==> src/rtl/ad_arb_pkg.sv <==
// ad_arb_pkg: shared widths, fx register offsets and helpers for the ADC channel arbiter
package ad_arb_pkg;
    localparam int DW  = 24;
    localparam int NCH = 3;
    localparam logic [7:0] REG_EN   = 8'h00;
    localparam logic [7:0] REG_OVF0 = 8'h01;
    localparam logic [7:0] REG_OVF1 = 8'h02;
    localparam logic [7:0] REG_OVF2 = 8'h03;
    localparam logic [7:0] REG_CLR  = 8'h04;
    localparam logic [7:0] REG_STAT = 8'h05;
    function automatic logic fx_sel(input logic [15:0] addr, input logic [5:0] mod_id);
        return addr[15:8] == {2'b00, mod_id};
    endfunction
    function automatic logic [1:0] rr_next(input logic [1:0] c);
        return (c == 2'd2) ? 2'd0 : c + 2'd1;
    endfunction
endpackage

==> src/rtl/ad_arb_fifo.sv <==
// ad_arb_fifo: single-clock holding FIFO with flush
//  push/wdata : write request (accepted when not full, or full with a same-cycle pop)
//  pop/rdata  : head word, removed on pop
//  flush      : empties the FIFO, overrides push/pop
//  full/empty : occupancy flags
module ad_arb_fifo #(
    parameter int DW     = 24,
    parameter int FDEPTH = 2
) (
    input  logic          clk_sys,
    input  logic          rst_n,
    input  logic          push,
    input  logic          pop,
    input  logic          flush,
    input  logic [DW-1:0] wdata,
    output logic [DW-1:0] rdata,
    output logic          full,
    output logic          empty
);
    localparam int AW = $clog2(FDEPTH);
    localparam logic [AW:0] NFULL = (AW+1)'(FDEPTH);
    logic [DW-1:0] mem [FDEPTH];
    logic [AW-1:0] wp, rp;
    logic [AW:0]   cnt;
    logic          wr, rd;
    assign full  = cnt == NFULL;
    assign empty = cnt == '0;
    assign rdata = mem[rp];
    assign wr    = push && (!full || pop);
    assign rd    = pop && !empty;
    always_ff @(posedge clk_sys) begin
        if (!rst_n || flush) begin
            wp  <= '0;
            rp  <= '0;
            cnt <= '0;
        end else begin
            wp  <= wr ? wp + 1'b1 : wp;
            rp  <= rd ? rp + 1'b1 : rp;
            cnt <= cnt + {{AW{1'b0}}, wr} - {{AW{1'b0}}, rd};
        end
    end
    always_ff @(posedge clk_sys) begin
        if (wr) mem[wp] <= wdata;
    end
endmodule

==> src/rtl/ad_chan_arb.sv <==
// ad_chan_arb: round-robin merge of three ADC sample streams into one tagged stream
//  adN_data/adN_vld      : per-channel sample + 1-cycle strobe (ad1=ch0, ad2=ch1, ad3=ch2)
//  aq_data/aq_ch/aq_vld  : arbitrated sample, source channel, valid; aq_rdy accepts
//  fx_*/mod_id           : register bus (enable mask, overflow counters, status)
module ad_chan_arb
    import ad_arb_pkg::*;
#(
    parameter int FDEPTH = 2
) (
    input  logic          clk_sys,
    input  logic          rst_n,
    input  logic [DW-1:0] ad1_data,
    input  logic          ad1_vld,
    input  logic [DW-1:0] ad2_data,
    input  logic          ad2_vld,
    input  logic [DW-1:0] ad3_data,
    input  logic          ad3_vld,
    output logic [DW-1:0] aq_data,
    output logic [1:0]    aq_ch,
    output logic          aq_vld,
    input  logic          aq_rdy,
    input  logic [15:0]   fx_waddr,
    input  logic          fx_wr,
    input  logic [7:0]    fx_data,
    input  logic          fx_rd,
    input  logic [15:0]   fx_raddr,
    output logic [7:0]    fx_q,
    input  logic [5:0]    mod_id
);
    logic [DW-1:0]  in_data [NCH];
    logic [DW-1:0]  head    [NCH];
    logic [7:0]     ovf_cnt [NCH];
    logic [NCH-1:0] in_vld, push, pop, full, empty, req, clr, ovf_inc, en_mask;
    logic [1:0]     rr_last, grant, c1, c2;
    logic           load, wr_sel;
    logic [7:0]     rd_off, rd_val;
    assign in_data = '{ad1_data, ad2_data, ad3_data};
    assign in_vld  = {ad3_vld, ad2_vld, ad1_vld};
    for (genvar i = 0; i < NCH; i++) begin : g_ch
        ad_arb_fifo #(.DW(DW), .FDEPTH(FDEPTH)) u_fifo (
            .clk_sys(clk_sys),
            .rst_n  (rst_n),
            .push   (push[i]),
            .pop    (pop[i]),
            .flush  (!en_mask[i]),
            .wdata  (in_data[i]),
            .rdata  (head[i]),
            .full   (full[i]),
            .empty  (empty[i])
        );
    end
    always_comb begin
        push    = in_vld & en_mask;
        // a disabled channel is flushed next cycle; masking its request keeps it from winning meanwhile
        req     = ~empty & en_mask;
        c1      = rr_next(rr_last);
        c2      = rr_next(c1);
        grant   = req[c1] ? c1 : req[c2] ? c2 : rr_last;
        load    = (!aq_vld || aq_rdy) && |req;
        pop     = load ? {{(NCH-1){1'b0}}, 1'b1} << grant : '0;
        ovf_inc = push & full & ~pop;
        wr_sel  = fx_wr && fx_sel(fx_waddr, mod_id);
        clr     = (wr_sel && fx_waddr[7:0] == REG_CLR) ? fx_data[NCH-1:0] : '0;
        rd_off  = fx_raddr[7:0];
        rd_val  = rd_off == REG_EN   ? {5'b0, en_mask} :
                  rd_off == REG_OVF0 ? ovf_cnt[0] :
                  rd_off == REG_OVF1 ? ovf_cnt[1] :
                  rd_off == REG_OVF2 ? ovf_cnt[2] :
                  rd_off == REG_STAT ? {2'b00, empty, aq_vld, 2'b00} : 8'h00;
    end
    always_ff @(posedge clk_sys) begin
        if (!rst_n) begin
            aq_vld  <= 1'b0;
            aq_data <= '0;
            aq_ch   <= 2'd0;
            rr_last <= 2'd2;
            en_mask <= '1;
            fx_q    <= 8'h00;
            for (int n = 0; n < NCH; n++) ovf_cnt[n] <= 8'h00;
        end else begin
            if (!aq_vld || aq_rdy) aq_vld <= |req;
            if (load) begin
                aq_data <= head[grant];
                aq_ch   <= grant;
                rr_last <= grant;
            end
            if (wr_sel && fx_waddr[7:0] == REG_EN) en_mask <= fx_data[NCH-1:0];
            for (int n = 0; n < NCH; n++)
                ovf_cnt[n] <= clr[n] ? 8'h00 :
                              (ovf_inc[n] && ovf_cnt[n] != 8'hFF) ? ovf_cnt[n] + 8'h01 : ovf_cnt[n];
            fx_q <= (fx_rd && fx_sel(fx_raddr, mod_id)) ? rd_val : 8'h00;
        end
    end
endmodule

==> config.mk <==
export PLATFORM = sky130hd
export DESIGN_NAME = ad_chan_arb
export DESIGN_NICKNAME = d
export VERILOG_FILES = /design/src/rtl/ad_arb_pkg.sv /design/src/rtl/ad_arb_fifo.sv /design/src/rtl/ad_chan_arb.sv
export SDC_FILE = /design/constraint.sdc
export NUM_CORES = 1
export LEC_CHECK = 0
export BUFFER_PORTS_ARGS = -buffer_cell sky130_fd_sc_hd__buf_2
export CAP_MARGIN = 20
export CORE_ASPECT_RATIO = 0.8
export CORE_UTILIZATION = 45
export CTS_CLUSTER_SIZE = 14
export DETAILED_ROUTE_END_ITERATION = 8
export HOLD_SLACK_MARGIN = 0.05
export PLACE_DENSITY = 0.77
export SLEW_MARGIN = 20
export SYNTH_ARGS = -nofsm -noshare
export SYNTH_HDL_FRONTEND = slang
export SYNTH_SLANG_ARGS = --single-unit
==> constraint.sdc <==
create_clock -name clk_sys -period 8.6 [get_ports clk_sys]
set_input_delay 1.72 -clock clk_sys [delete_from_list [all_inputs] [get_ports clk_sys]]
set_output_delay 1.72 -clock clk_sys [all_outputs]
set_load 0.01 [all_outputs]
==> impl_metrics.tcl, run 1 <==
set metrics [dict create \
    clkPwrFrac_pct 26.3 \
    cts_root_buffer "clkbuf_16" \
    seq_area_frac_synth_pct 62.9 \
    crit_fanout 24 \
    first_pass_iters 5 \
    htreeDepth 1 \
    finalSetupViolCount 0 \
    synth.cell_area_sq_um 9360 \
    status "finished, final reports clean" \
    hp-class "reg -> reg" \
    ys.flop_type "edfxtp_1" \
    fin_crit_ps 3690 \
    slew_viol_final 0 \
    clk_pin_slew_ps 60 \
    cap_viol_max_count 0 \
    initial_core_util_pct 46.6 \
    grt_max_degree 45 \
    vias 6277 \
    rsz0062_at_grt "no" \
    drtIter0Drc 476 \
    finClkSkew_ps 16.8 \
    area_growth_pct 18.1 \
    clockBufferDepth 3 \
    path_cells "buf_2, nor2b_1, a211oi_2, nand2_1, a21oi_2, and2_2" \
    synth_fp_nets 848 \
    synth-warning-count 0 \
    grt.total_usage_pct 19.0 \
    critPathBufInv 1 \
    die-area_sq_um 21400 \
    vias_per_cell 5.47 \
    worst_slew_pin_slew_ps 944 \
    grt_pass1_wl_um 31100 \
    switching_share_pct 32.8 \
    drc 0 \
    num_io_pins 161 \
    fp.dieW_um 163 \
    ir_drop_mv 0.178 \
    cts_tree "built" \
    fmax_mhz 271 \
    synthDistinctLibCells 64 \
    rows 46 \
    post_cts_buffers 0 \
    ant_nets 0 \
    numClockSinks 222 \
    ctsResizeCount 0 \
    place_hpwl_um 14700 \
    synthArstFlopShare_pct 0 \
    pwr-share-seq_pct 43.3 \
    critPathTopFamily "simple AND/OR/NAND/NOR gates" \
    power.switching_mw 1.10 \
    power.leakage_nw 4.00 \
    final_nets 1003 \
    internal_power_mw 2.25 \
    required_ps 8730 \
    synth_edf_count 144 \
    fp.dieH_um 131 \
    antenna_found_initial 0 \
    clk_latency_ps 500 \
    hold_buffers 0 \
    ys_ff_latch 222 \
    port_buffers 155 \
    grt_pass1_vias 5687 \
    slowest_delay_ps 560 \
    place.gp.congestion 0.867 \
    crit_path_end_kind "register" \
    layout-drive-gt1-share_pct 25.2 \
    tns_ps 0 \
    power.density_nw_per_um2 303 \
    avgSynthCellArea_sq_um 13.1 \
    hold_viol 0 \
    dp_cells 1107 \
    comb_power_share_pct 30.5 \
    wl_per_cell_um 17.9 \
    relSlewSlack_pct 36.9 \
    cp_slowest_cell "and2_2" \
    cp.arrival_ps 3820 \
    period_share_pct 42.9 \
    worstSetupStartpointType "primary input" \
    syn_inst 713 \
    fin_cells 1148 \
    grt-ovfl-total 0 \
    diodes 0 \
    core_sq_um 20100 \
    criticalPathCategory "in -> reg" \
    nFillCells 1658 \
    routed_wl_um 20500 \
    cts_made_buffers 22 \
]
## cells in the mapped netlist, types with 14 or more instances
cell type	number	area, sq um
inv_1	15	56.3
clkbuf_1	18	67.6
dfxtp_1	78	1560
nor2_1	32	120
edfxtp_1	144	4320
xnor2_1	15	131
nand2_1	32	120
a21oi_1	31	155
mux2i_1	82	821
o2bb2ai_1	32	280
o21a_1	16	120
xor2_1	14	123
o21ai_0	19	95.1
nand3_1	18	90.1
## tightest hold or removal path, cell delays in order, from the launching register on
cell and delay (ps):
dfxtp_1 330, o31ai_1 70, a21oi_1 60
## final cells by class
type | instances | area [sq um] | area share [%]
Sequential cell | 222 | 5890 | 53.2
Inverter | 16 | 60.1 | 0.543
Timing Repair Buffer | 163 | 836 | 7.56
Tap cell | 264 | 330 | 2.99
Clock buffer | 32 | 619 | 5.60
Multi-Input combinational cell | 443 | 3280 | 29.7
Clock inverter | 8 | 43.8 | 0.396
## state kept, by name, indices dropped and copies added (netlist names), named ones only
| register | cells |
|---|---|
| aq_ch | 2 |
| aq_data | 24 |
| aq_vld | 1 |
| en_mask | 3 |
| fx_q | 8 |
| g_ch.u_fifo.cnt | 6 |
| g_ch.u_fifo.mem | 144 |
| g_ch.u_fifo.rp | 3 |
| g_ch.u_fifo.wp | 3 |
| ovf_cnt | 24 |
| rr_last | 1 |
## stage by stage
step	util (%)	cell area, sq um	worst slack (ps)	hold slack, ps	power [mW]
after floorplan	-	9360	4160	459	2.16
after global placement	51.7	10400	4040	479	2.46
after detailed placement	51.7	10400	4030	495	2.48
after CTS	55.0	11000	4540	510	3.36
after global routing	55.0	11100	4720	537	3.52
final	55.0	11100	4910	508	3.35
## power by group through the flow
stage          combinational [mW]  sequential, mW  clock, mW
3_3_place_gp                0.994            1.46          0
5_1_grt                      1.11            1.47      0.941
6_report                     1.02            1.45      0.879
4_1_cts                      1.02            1.45      0.901
2_1_floorplan               0.709            1.45          0
3_5_place_dp                 1.01            1.47          0
## final timing paths
check             slack [ps]          start                        end  cells past startpoint
hold reg to reg          510  ovf_cnt[0][5]              ovf_cnt[0][5]                      2
setup / recovery        4910         aq_rdy  g_ch[2].u_fifo.mem[1][12]                      6
setup reg to reg        5440     en_mask[2]  g_ch[2].u_fifo.mem[1][12]                      5
hold / removal           510  ovf_cnt[0][5]              ovf_cnt[0][5]                      2
## placed cells by master (no fill, tap or decap), drive strengths merged, types with 8 or more instances in the layout
cell     instances
and3             8
inv             17
nor2            32
edfxtp         144
xor2            14
o21a            17
o21ai           26
nand3           18
ha               9
mux2i           82
dfxtp           78
o31ai            9
mux2             8
nand2           32
nor3             8
xnor2           15
o2bb2ai         32
or4             10
clkbuf          33
a21oi           33
buf            162
a211oi          10
o22ai           11
## routing by layer
layer	wire length, um	vias to the layer above	part of all wire [%]	track usage (%)
met3	1280	29	6.3	2.94
met2	9070	216	44	28.1
met1	9870	2994	48	29.0
met4	306	0	1.5	4.45
li1	-	3038	-	-
met5	0	-	0	0
## kinds of logic after synthesis
| group | count (synthesis) | synth area share, % |
|---|---|---|
| AND/OR/NAND/NOR | 145 | 8.08 |
| flip-flops | 222 | 62.9 |
| adder cells (fa/ha/maj) | 9 | 1.20 |
| multiplexers | 92 | 10.2 |
| XOR/XNOR | 29 | 2.71 |
| buffers and inverters | 48 | 2.21 |
| AO/OA/AOI/OAI | 168 | 12.7 |
(Power assumes the default switching activity.)
==> inputs of run 2 (changes only) <==
--- a/config.mk
+++ b/config.mk
@@ -12,7 +12,7 @@
 export CTS_CLUSTER_SIZE = 14
 export DETAILED_ROUTE_END_ITERATION = 8
 export HOLD_SLACK_MARGIN = 0.05
-export PLACE_DENSITY = 0.77
+export PLACE_DENSITY = 0.8
 export SLEW_MARGIN = 20
 export SYNTH_ARGS = -nofsm -noshare
 export SYNTH_HDL_FRONTEND = slang
==> constraint.sdc (replaced) <==
create_clock -name clk_sys -period 3.34 [get_ports clk_sys]
set_input_delay 0.668 -clock clk_sys [delete_from_list [all_inputs] [get_ports clk_sys]]
set_output_delay 0.668 -clock clk_sys [all_outputs]
set_load 0.01 [all_outputs]
==> run 2 against run 1 <==
Net effect:
- die area stayed put
- clock power grew to 2.8 times the previous value
- final area is 0.95% higher
- cell count is 0.70% higher
- critical endpoint is now g_ch[2].u_fifo.cnt[1]
==> impl_metrics.tcl, run 2 (synthesis gave the netlist of run 1 again) <==
set metrics [dict create \
    status "finished, final reports clean" \
    clockBufferDepth 3 \
    layout-drive-gt1-share_pct 25.7 \
    fin_ws_ps 617 \
    fin_crit_ps 2720 \
    drc 0 \
    fmax_mhz 367 \
    die-area_sq_um 21400 \
    cts_tree "built" \
    clk_latency_ps 500 \
    place_hpwl_um 15200 \
    worstSetupStartpointType "register" \
    regMostFlops "g_ch.u_fifo.mem" \
    cap_viol_max_count 0 \
    slowest_delay_ps 520 \
    core_sq_um 20100 \
    criticalPathCategory "reg -> reg" \
    ant_nets 0 \
    fin_cells 1156 \
    hold_buffers 0 \
    hold_viol 0 \
    fp.dieH_um 131 \
    final_core_util_pct 55.6 \
    htreeDepth 1 \
    diodes 0 \
    ctsResizeCount 0 \
    largestRegisters "g_ch.u_fifo.mem (144), aq_data (24), ovf_cnt (24)" \
    power.density_nw_per_um2 793 \
    final_nets 1011 \
    grt_pass1_wl_um 32200 \
    grt.total_usage_pct 19.8 \
    period_share_pct 81.5 \
    rsz0062_at_grt "no" \
    crit_fanout 11 \
    worst_slew_pin_slew_ps 976 \
    finClkSkew_ps 7.83 \
    critPathBufInv 3 \
    place.gp.congestion 0.887 \
    grt_pass1_vias 5903 \
    grt-ovfl-total 0 \
    power.leakage_nw 4.05 \
    crit_path_end_kind "register" \
    relSlewSlack_pct 34.8 \
    cp.arrival_ps 3110 \
    cp_slowest_cell "dfxtp_1" \
    antenna_found_initial 0 \
    ff_latch_area_sq_um 5890 \
    fp.dieW_um 163 \
    finalSetupViolCount 0 \
    cts_made_buffers 23 \
    drtIter0Drc 494 \
    cts_root_buffer "clkbuf_16" \
    routed_wl_um 21400 \
    rows 46 \
    vias_per_cell 5.56 \
    port_buffers 155 \
    required_ps 3720 \
    wl_per_cell_um 18.5 \
    hp-class "in -> reg" \
    largest_reg_flops 144 \
    vias 6432 \
    area_growth_pct 19.2 \
    first_pass_iters 7 \
    final_cell_mix "buf_2 (155), edfxtp_1 (144), mux2i_1 (82)" \
    nFillCells 1619 \
    numClockSinks 222 \
    clk_pin_slew_ps 60 \
    slew_viol_final 0 \
    initial_core_util_pct 46.6 \
    post-place-ws_ps 453 \
    critPathTopFamily "flip-flops" \
    r2r_slack_ps 620 \
    dp_cells 1115 \
    final_common_cell "buf_2" \
    ir_drop_mv 0.419 \
    num_io_pins 161 \
    tns_ps 0 \
    post_cts_buffers 0 \
    multiInputGateArea_sq_um 3280 \
    path_cells "inv_1, a211oi_2, nand2_1, inv_2, ha_1, inv_1, ha_1, xor2_1, xnor2_1, nor2_1" \
    grt_max_degree 44 \
]
==> run 2: cell types whose count changed in the layout (fill, tap and decap cells not counted), moves of 2 or more <==
cell       previous run  this run
clkbuf_1              8         5
and2_2                2         0
buf_4                 7        15
bufinv_16             0         2
and2_1                1         3
clkinv_1              2         5
==> run 2: stage by stage <==
stage | hold WS, ps | cell area [sq um] | total power [mW]
2_1_floorplan | 459 | 9360 | 5.56
3_3_place_gp | 481 | 10400 | 6.37
6_report | 356 | 11200 | 8.85
3_5_place_dp | 489 | 10400 | 6.44
5_1_grt | 339 | 11200 | 9.28
4_1_cts | 341 | 11200 | 8.89
==> run 2: where the power goes <==
group          internal, mW  switching [mW]
Combinational          1.08            1.56
Sequential             3.45           0.333
Clock                  1.42            1.01
Total                  5.95            2.90
==> run 2: final timing paths <==
path | start | end | depth (start not counted)
max | aq_ch[0] | g_ch[2].u_fifo.cnt[1] | 10
min reg2reg | ovf_cnt[0][5] | fx_q[5] | 2
min | ad3_data[12] | g_ch[2].u_fifo.mem[0][12] | 1
max reg2reg | aq_ch[0] | g_ch[2].u_fifo.cnt[1] | 10
==> run 2: worst register-to-register path: cells and delay by family, from the launching register on <==
kind            cells  cell delay [ps]
compound gates      1              500
xor+xnor            2              310
fa+ha+maj           2              390
buf+inv             3              420
flops               1              520
simple gates        2              470
==> run 2: layer usage <==
metal  track usage, %  part of all wire [%]
met5                0                     0
met4             5.17                   2.1
met3             2.75                   6.8
met2             30.0                    44
met1             29.6                    47
==> run 2: final cells by class <==
cell class              count  area share [%]
clock buffers              28            5.33
flip-flops and latches    222            52.7
clock inverters            13            1.05
multi-input cells         443            29.4
repair buffers            170            7.96
well taps                 264            2.96
inverters                  16           0.538
